## src/rtl/tff_ctrl_pkg.sv

```systemverilog
// Shared state encoding and default width for the toggle-bank sequencer.
package tff_ctrl_pkg;

  localparam int DEF_WIDTH = 4;

  typedef enum logic [1:0] {
    S_IDLE = 2'd0,
    S_LOAD = 2'd1,
    S_RUN  = 2'd2,
    S_DONE = 2'd3
  } state_t;

endpackage

```

## src/rtl/tff_rst.sv

```systemverilog
// Single T flip-flop with asynchronous active-low reset to 0.
module tff_rst (
  input  logic T,
  input  logic clk,
  input  logic rst_n,
  output logic Q,
  output logic notQ
);

  always_ff @(posedge clk or negedge rst_n) begin
    if (!rst_n) begin
      Q <= 1'b0;
    end else if (T) begin
      Q <= ~Q;
    end
  end

  assign notQ = ~Q;

endmodule

```

## src/rtl/tff_seq_ctrl.sv

```systemverilog
// Up/down counter sequencer built from a bank of T flip-flops.
module tff_seq_ctrl
  import tff_ctrl_pkg::*;
#(
  parameter int WIDTH = DEF_WIDTH
) (
  input  logic             clk,
  input  logic             rst_n,
  input  logic             start,
  input  logic             stop,
  input  logic             up,
  input  logic [WIDTH-1:0] limit,
  output logic [WIDTH-1:0] count,
  output logic [WIDTH-1:0] tog,
  output logic             busy,
  output logic             done
);

  state_t           state;
  state_t           state_nx;
  logic             up_q;
  logic [WIDTH-1:0] lim_q;
  logic [WIDTH-1:0] nq;
  logic [WIDTH-1:0] sv;
  logic [WIDTH-1:0] ev;
  logic [WIDTH-1:0] up_t;
  logic [WIDTH-1:0] dn_t;
  logic             load_en;

  for (genvar i = 0; i < WIDTH; i++) begin : g_bank
    tff_rst u_ff (
      .T     (tog[i]),
      .clk   (clk),
      .rst_n (rst_n),
      .Q     (count[i]),
      .notQ  (nq[i])
    );
  end

  assign load_en = (state == S_IDLE) && start && !stop;
  assign sv      = up_q ? '0 : lim_q;
  assign ev      = up_q ? lim_q : '0;

  always_ff @(posedge clk or negedge rst_n) begin
    if (!rst_n) begin
      state <= S_IDLE;
      up_q  <= 1'b0;
      lim_q <= '0;
    end else begin
      state <= state_nx;
      if (load_en) begin
        up_q  <= up;
        lim_q <= limit;
      end
    end
  end

  // Ripple-carry style toggle terms: bit i flips when all lower bits
  // are 1 (counting up) or all lower bits are 0 (counting down).
  always_comb begin
    logic cu;
    logic cd;
    up_t = '0;
    dn_t = '0;
    cu   = 1'b1;
    cd   = 1'b1;
    for (int i = 0; i < WIDTH; i++) begin
      up_t[i] = cu;
      dn_t[i] = cd;
      cu      = cu & count[i];
      cd      = cd & nq[i];
    end
  end

  always_comb begin
    state_nx = state;
    tog      = '0;
    done     = 1'b0;
    unique case (state)
      S_IDLE: begin
        if (start && !stop) begin
          state_nx = S_LOAD;
        end
      end
      S_LOAD: begin
        if (stop) begin
          state_nx = S_IDLE;
        end else begin
          tog      = count ^ sv;
          state_nx = S_RUN;
        end
      end
      S_RUN: begin
        if (stop) begin
          state_nx = S_IDLE;
        end else if (count == ev) begin
          state_nx = S_DONE;
        end else begin
          tog = up_q ? up_t : dn_t;
        end
      end
      S_DONE: begin
        state_nx = S_IDLE;
        done     = !stop;
      end
      default: begin
        state_nx = S_IDLE;
      end
    endcase
  end

  assign busy = (state != S_IDLE);

endmodule

```

## config.mk

```make
export PLATFORM = sky130hd
export DESIGN_NAME = tff_seq_ctrl
export DESIGN_NICKNAME = d
export VERILOG_FILES = /design/src/rtl/tff_ctrl_pkg.sv /design/src/rtl/tff_rst.sv /design/src/rtl/tff_seq_ctrl.sv
export SDC_FILE = /design/constraint.sdc
export NUM_CORES = 1
export LEC_CHECK = 0
export CAP_MARGIN = 30
export CELL_PAD_IN_SITES_DETAIL_PLACEMENT = 1
export CELL_PAD_IN_SITES_GLOBAL_PLACEMENT = 1
export CORE_MARGIN = 1.5
export CORE_UTILIZATION = 25
export DETAILED_ROUTE_END_ITERATION = 16
export PLACE_DENSITY = 0.52
export SYNTH_ARGS = -nofsm -noshare
export SYNTH_HDL_FRONTEND = slang
export SYNTH_SLANG_ARGS = --single-unit
export TNS_END_PERCENT = 100
```

## constraint.sdc

```tcl
create_clock -name clk -period 2.51 [get_ports clk]
set_input_delay 0.753 -clock clk [delete_from_list [all_inputs] [get_ports clk]]
set_output_delay 0.753 -clock clk [all_outputs]
set_load 0.005 [all_outputs]
```

-- After elaboration in Yosys (flattened, before gate mapping)
Index checks and enable logic that the tools add are counted.
- register bits: 11
- input bits: 9
- output and inout bits: 10
- logic and storage cells: 42
- equality and inequality tests: 6
- muxes and demuxes: 13
- bitwise operators: 9
- reductions and logical operators: 7
- operators by type and width (cell ; count):
    two-way mux 4 bit ; 6
    two-way mux 2 bit ; 4
    one-hot mux 2 bit (4 select lines) ; 1
    one-hot mux 4 bit (2 select lines) ; 1
    AND 1 bit ; 4
    equality test 2 bit (second input constant) ; 2
    equality test 4 bit ; 1
    NOT 1 bit ; 4
    bitwise XOR 4 bit ; 1
    logical AND 1 bit ; 3
    != test 3 bit (second input constant) ; 1
    equality test 2 x 1 -> 1 bit (second input constant) ; 1
    zero test 2 bit ; 1
    != test 2 x 1 -> 1 bit (second input constant) ; 1
    AND reduction 2 bit ; 1
    nonzero test 2 bit ; 1
    zero test 1 bit ; 1
    two-way mux 1 bit ; 1

-- Depth between registers and ports, before layout
- depth after elaboration: 7
- gate-level depth with buffers: 8
- mapped depth without buffers: 7

-- By module
From an unflattened synthesis, not the netlist that was laid out.
- cell total of the unflattened synthesis: 84
- area, all modules: 794.5 um^2
- modules (own cells, without submodules) (module ; times used ; cells each ; area an instance (um^2) ; seq. area each (um^2)):
    tff_seq_ctrl ; 1 ; 72 ; 644.4 ; 175.2
    tff_rst ; 4 ; 3 ; 37.5 ; 25.0

-- Worst setup path before layout
No wires, ideal clock.
- kind: input to output
- from: input stop
- to: output tog[3]
- arrival: 1.654 ns
- required time: 1.757 ns
- slack: 0.103 ns
- stages on the path: 6
- buffers on the path: 1
- cells stage by stage: nand2b_1 a31oi_1 a22oi_4 nor2_1 o21a_1 buf_4
- cells in the longest elaborated chain, start to end: 2
- elaborated cells on any way between the ends: 3
- those cells by class: mux (3)
- RTL lines (what ; RTL line ; RTL):
    start, declared ; tff_seq_ctrl.sv:10 ; input logic stop,
    two-way mux 4 bit, on equally long branches ; tff_seq_ctrl.sv:94, tff_seq_ctrl.sv:86 ;
    one-hot mux 4 bit (2 select lines) (*) ; tff_seq_ctrl.sv:79 ; unique case (state)
    end, declared ; tff_seq_ctrl.sv:14 ; output logic [WIDTH-1:0] tog,
Mark *: on every way between the ends. The rest lies on a longest branch, timed or not.

-- Final worst setup path
- from: register g_bank[1].u_ff.Q
- to: output tog[2]
- cells in the longest elaborated chain, start to end: 6
- elaborated cells on any way between the ends: 8
- those cells by class: eq/ne (1); mux (4); bitwise (3)
- RTL lines (what ; RTL line ; RTL):
    start, declared ; tff_rst.sv:6 ; output logic Q,
    start signal, assigned ; tff_rst.sv:14 ; Q <= ~Q;
    NOT 1 bit ; tff_rst.sv:18 ; assign notQ = ~Q;
    AND 1 bit ; tff_seq_ctrl.sv:71 ; cd = cd & nq[i];
    two-way mux 4 bit ; tff_seq_ctrl.sv:99 ; tog = up_q ? up_t : dn_t;
    two-way mux 4 bit (*) ; tff_seq_ctrl.sv:96 ; end else if (count == ev) begin
    two-way mux 4 bit (*) ; tff_seq_ctrl.sv:94 ; if (stop) begin
    one-hot mux 4 bit (2 select lines) (*) ; tff_seq_ctrl.sv:79 ;
Marks and branches as above.

==> results_dict.tcl <==
set metrics [dict create \
    run_status "finished, violations left" \
    violated_checks "setup timing" \
    crit_path_end_kind "output pin" \
    layout_worst_path_cycle_share_pct 101 \
    clkSinkCount 11 \
    synth-simple-area-share_pct 20.3 \
    post_synth_net_total 133 \
    chipHeight_um 66.6 \
    critical_path_depth 8 \
    clock-skew-final_ns 0.00115 \
    routedWlPerCell_um 14.1 \
    worstHoldPathCells 1 \
    first_global_vias 1061 \
    r2r_cells 11 \
    synth.distinct_cells 34 \
    synth-async-reset-ratio_pct 100 \
    tritoncts_clock_tree "yes" \
    worst_skew_pair.late_latency_ns 0.24 \
    irDropWorstVdd_mv 0.509 \
    synthFlopType "sky130_fd_sc_hd__dfrtp_1" \
    cpPeakStageDelay_ns 0.39 \
    cpLargestDelayFamily "buffers and inverters" \
    post-route-util_pct 40.7 \
    timing.hold.worst.class "reg -> reg" \
    cts-hold-fix-buffers 0 \
    synth_top_family_by_area "simple AND/OR/NAND/NOR gates" \
    first_pass_grt_wire_length_mm 5.13 \
    timing.reg2reg.setup_slack_ns 0.52 \
    final_max_slew_viol_count 0 \
    powerDensity_nw_per_um2 1260 \
    grt_max_degree 12 \
    boundaryPins 19 \
    core_um2 3770 \
    number_of_maximum_capacitance_constraint_violations 0 \
    drt-initial-drc-count 28 \
    synth.yosys.seq_area_share_pct 27.2 \
    finalHoldViolCount 0 \
    critical_path.max_fanout 8 \
    worst_case_setup_margin_in_the_final_layout_ns -0.0132 \
    design.final.nets 174 \
    dieArea_um2 4440 \
    yosys_register_bits 11 \
    min_period_ns 2.52 \
    clock.fmax_ghz 0.396 \
    core.rowCount 22 \
    fp.dieW_um 66.6 \
    clock_tree_root "sky130_fd_sc_hd__clkbuf_8" \
    area_growth_pct 51.8 \
    path_cells "buf_4 > inv_1 > a31oi_4 > a22oi_4 > buf_6 > nor2_2 > o21a_1 > buf_2" \
    post-dp-hpwl_mm 2.17 \
    grt_antenna_before_repair 0 \
    cts_buffer_count 3 \
    post_synth_instance_area_um2 1010 \
    routedLengthMet1_mm 1.35 \
    drc 0 \
    clockBufferDepth 2 \
    data_arrival_time_of_the_critical_path_ns 1.77 \
    adder_and_majority_gate_portion_of_the_synthesized_area_pct 6.18 \
    initial_utilization_pct 26.8 \
    port_bufs 18 \
    max_slew_margin_pct 62.6 \
    routed_wire_length_on_met3_um 92 \
    synth_area_in_compound_gates_pct 19.4 \
    crit_type "reg -> out" \
    syn-mean-instance-area_um2 8.51 \
    type_of_origin_of_the_critical_path "flip-flop" \
    cts.clk_slew.worst_paths_ns 0.05 \
    route.top_layer_used "met4" \
    mostFrequentLayoutCell "sky130_fd_sc_hd__buf_4" \
    routabilityCongestion 0.797 \
    synth_xor_xnor_area_share_pct 5.19 \
    report.final.setup_viol 2 \
    grt.overflow.total 0 \
    synthesis.yosys.warnings 0 \
    clock_tree.htree_level_count 1 \
    drtAntennaViolNets 0 \
    drt-vias-per-instance 4.84 \
    hold-worst-slack_ns 0.577 \
    post_synth_inst_count 119 \
    globalRouteTotalUtil_pct 15.4 \
    firstDrtPassIters 4 \
    synth.area.mux_share_pct 9.52 \
    synth_edf_count 0 \
    slowest_stage "sky130_fd_sc_hd__dfrtp_1" \
    final_layout_size_suffix_gt1_share_pct 42.1 \
    routed_wirelength_mm 2.91 \
    critical_path.n_buffers_inverters 4 \
    antenna-diode-count 0 \
    setup_tns_ns -0.0150 \
    grt_setup_unrepaired "yes" \
    tightest_slew_ns 0.559 \
    route.vias.total 1002 \
    most-common-layout-cells "sky130_fd_sc_hd__buf_4 (28), sky130_fd_sc_hd__clkdlybuf4s50_1 (13), sky130_fd_sc_hd__nor2_1 (9)" \
    crit_required_ns 1.76 \
    power.leakage_nw 0.671 \
    routed-wl-met2_mm 1.43 \
]
[cells in the mapped netlist, types with 4 or more instances]
library cell / count / area share, %
sky130_fd_sc_hd__mux2i_1: 4 / 4.0
sky130_fd_sc_hd__nand2b_1: 6 / 3.7
sky130_fd_sc_hd__nor2_1: 13 / 4.8
sky130_fd_sc_hd__mux2_2: 5 / 5.6
sky130_fd_sc_hd__nand3_1: 5 / 2.5
sky130_fd_sc_hd__xnor2_1: 4 / 3.5
sky130_fd_sc_hd__a21oi_1: 6 / 3.0
sky130_fd_sc_hd__dfrtp_1: 11 / 27
sky130_fd_sc_hd__ha_1: 5 / 6.2
sky130_fd_sc_hd__buf_4: 8 / 5.9
sky130_fd_sc_hd__inv_1: 8 / 3.0
sky130_fd_sc_hd__o21ai_0: 4 / 2.0
[layer usage]
layer	vias up	GRT usage (%)
met5	-	0
met4	0	4.59
met3	5	3.55
met2	12	24.9
met1	494	20.2
li1	491	-
[through the flow]
| step | instance area [µm²] | std cells | setup WS (ns) | total power (W) |
|---|---|---|---|---|
| after floorplan | 1010 | 119 | 0.103 | 0.00108 |
| after global placement | 1340 | 195 | -0.780 | 0.00153 |
| after detailed placement | 1340 | 195 | -0.830 | 0.00156 |
| after CTS | 1470 | 204 | -0.0591 | 0.00185 |
| after global routing | 1540 | 207 | -0.0927 | 0.00213 |
| final | 1540 | 207 | -0.0132 | 0.00194 |
[report_power, final]
| group | switching (W) | leakage [nW] | internal (W) |
|---|---|---|---|
| logic | 0.000639 | 0.523 | 0.000758 |
| registers | 0.0000948 | 0.122 | 0.000264 |
| clock network | 0.0000735 | 0.0255 | 0.000110 |
| total | 0.000808 | 0.671 | 0.00113 |
[timing repair]
| action | 4_1_cts | 5_1_grt |
|---|---|---|
| pin swaps | 6 | 4 |
| setup endpoints to repair | 5 | 4 |
| resized for setup | 36 | 13 |
| setup buffers | 5 | 3 |
[cell families after synthesis]
family,Yosys count
AO/OA/AOI/OAI,27
XOR/XNOR,6
adder cells (fa/ha/maj),5
buffers and inverters,22
flip-flops,11
multiplexers,9
AND/OR/NAND/NOR,39
[registers in the layout, indices dropped and copies added (netlist names)]
signal / flops
state: 2
lim_q: 4
up_q: 1
g_bank.u_ff.Q: 4
[final cells by class]
| type | instances | area, µm² |
|---|---|---|
| inverters | 8 | 30.0 |
| well taps | 48 | 60.1 |
| clock inverters | 1 | 5.00 |
| repair buffers | 50 | 414 |
| multi-input cells | 86 | 707 |
| flip-flops and latches | 11 | 279 |
| fillers | 436 | 2230 |
| clock buffers | 3 | 41.3 |
[worst reg2reg max path, stage by stage (launching register included)]
cell	delay (ns)
sky130_fd_sc_hd__dfrtp_1	0.37
sky130_fd_sc_hd__inv_1	0.08
sky130_fd_sc_hd__ha_2	0.21
sky130_fd_sc_hd__nand2b_4	0.08
sky130_fd_sc_hd__a31oi_4	0.18
sky130_fd_sc_hd__a22oi_4	0.12
sky130_fd_sc_hd__buf_6	0.13
sky130_fd_sc_hd__buf_4	0.13
sky130_fd_sc_hd__buf_4	0.12
sky130_fd_sc_hd__buf_4	0.13
sky130_fd_sc_hd__mux2i_1	0.14
sky130_fd_sc_hd__o2111ai_1	0.16
[worst paths after layout]
check	from	end
min in group asynchronous	rst_n	lim_q[0]
min reg2reg	lim_q[3]	lim_q[3]
max	g_bank[1].u_ff.Q	tog[2]
max reg2reg	state[0]	g_bank[1].u_ff.Q
min	lim_q[3]	lim_q[3]
max in group asynchronous	rst_n	lim_q[2]
No activity file was read; power rests on OpenSTA's default activity.
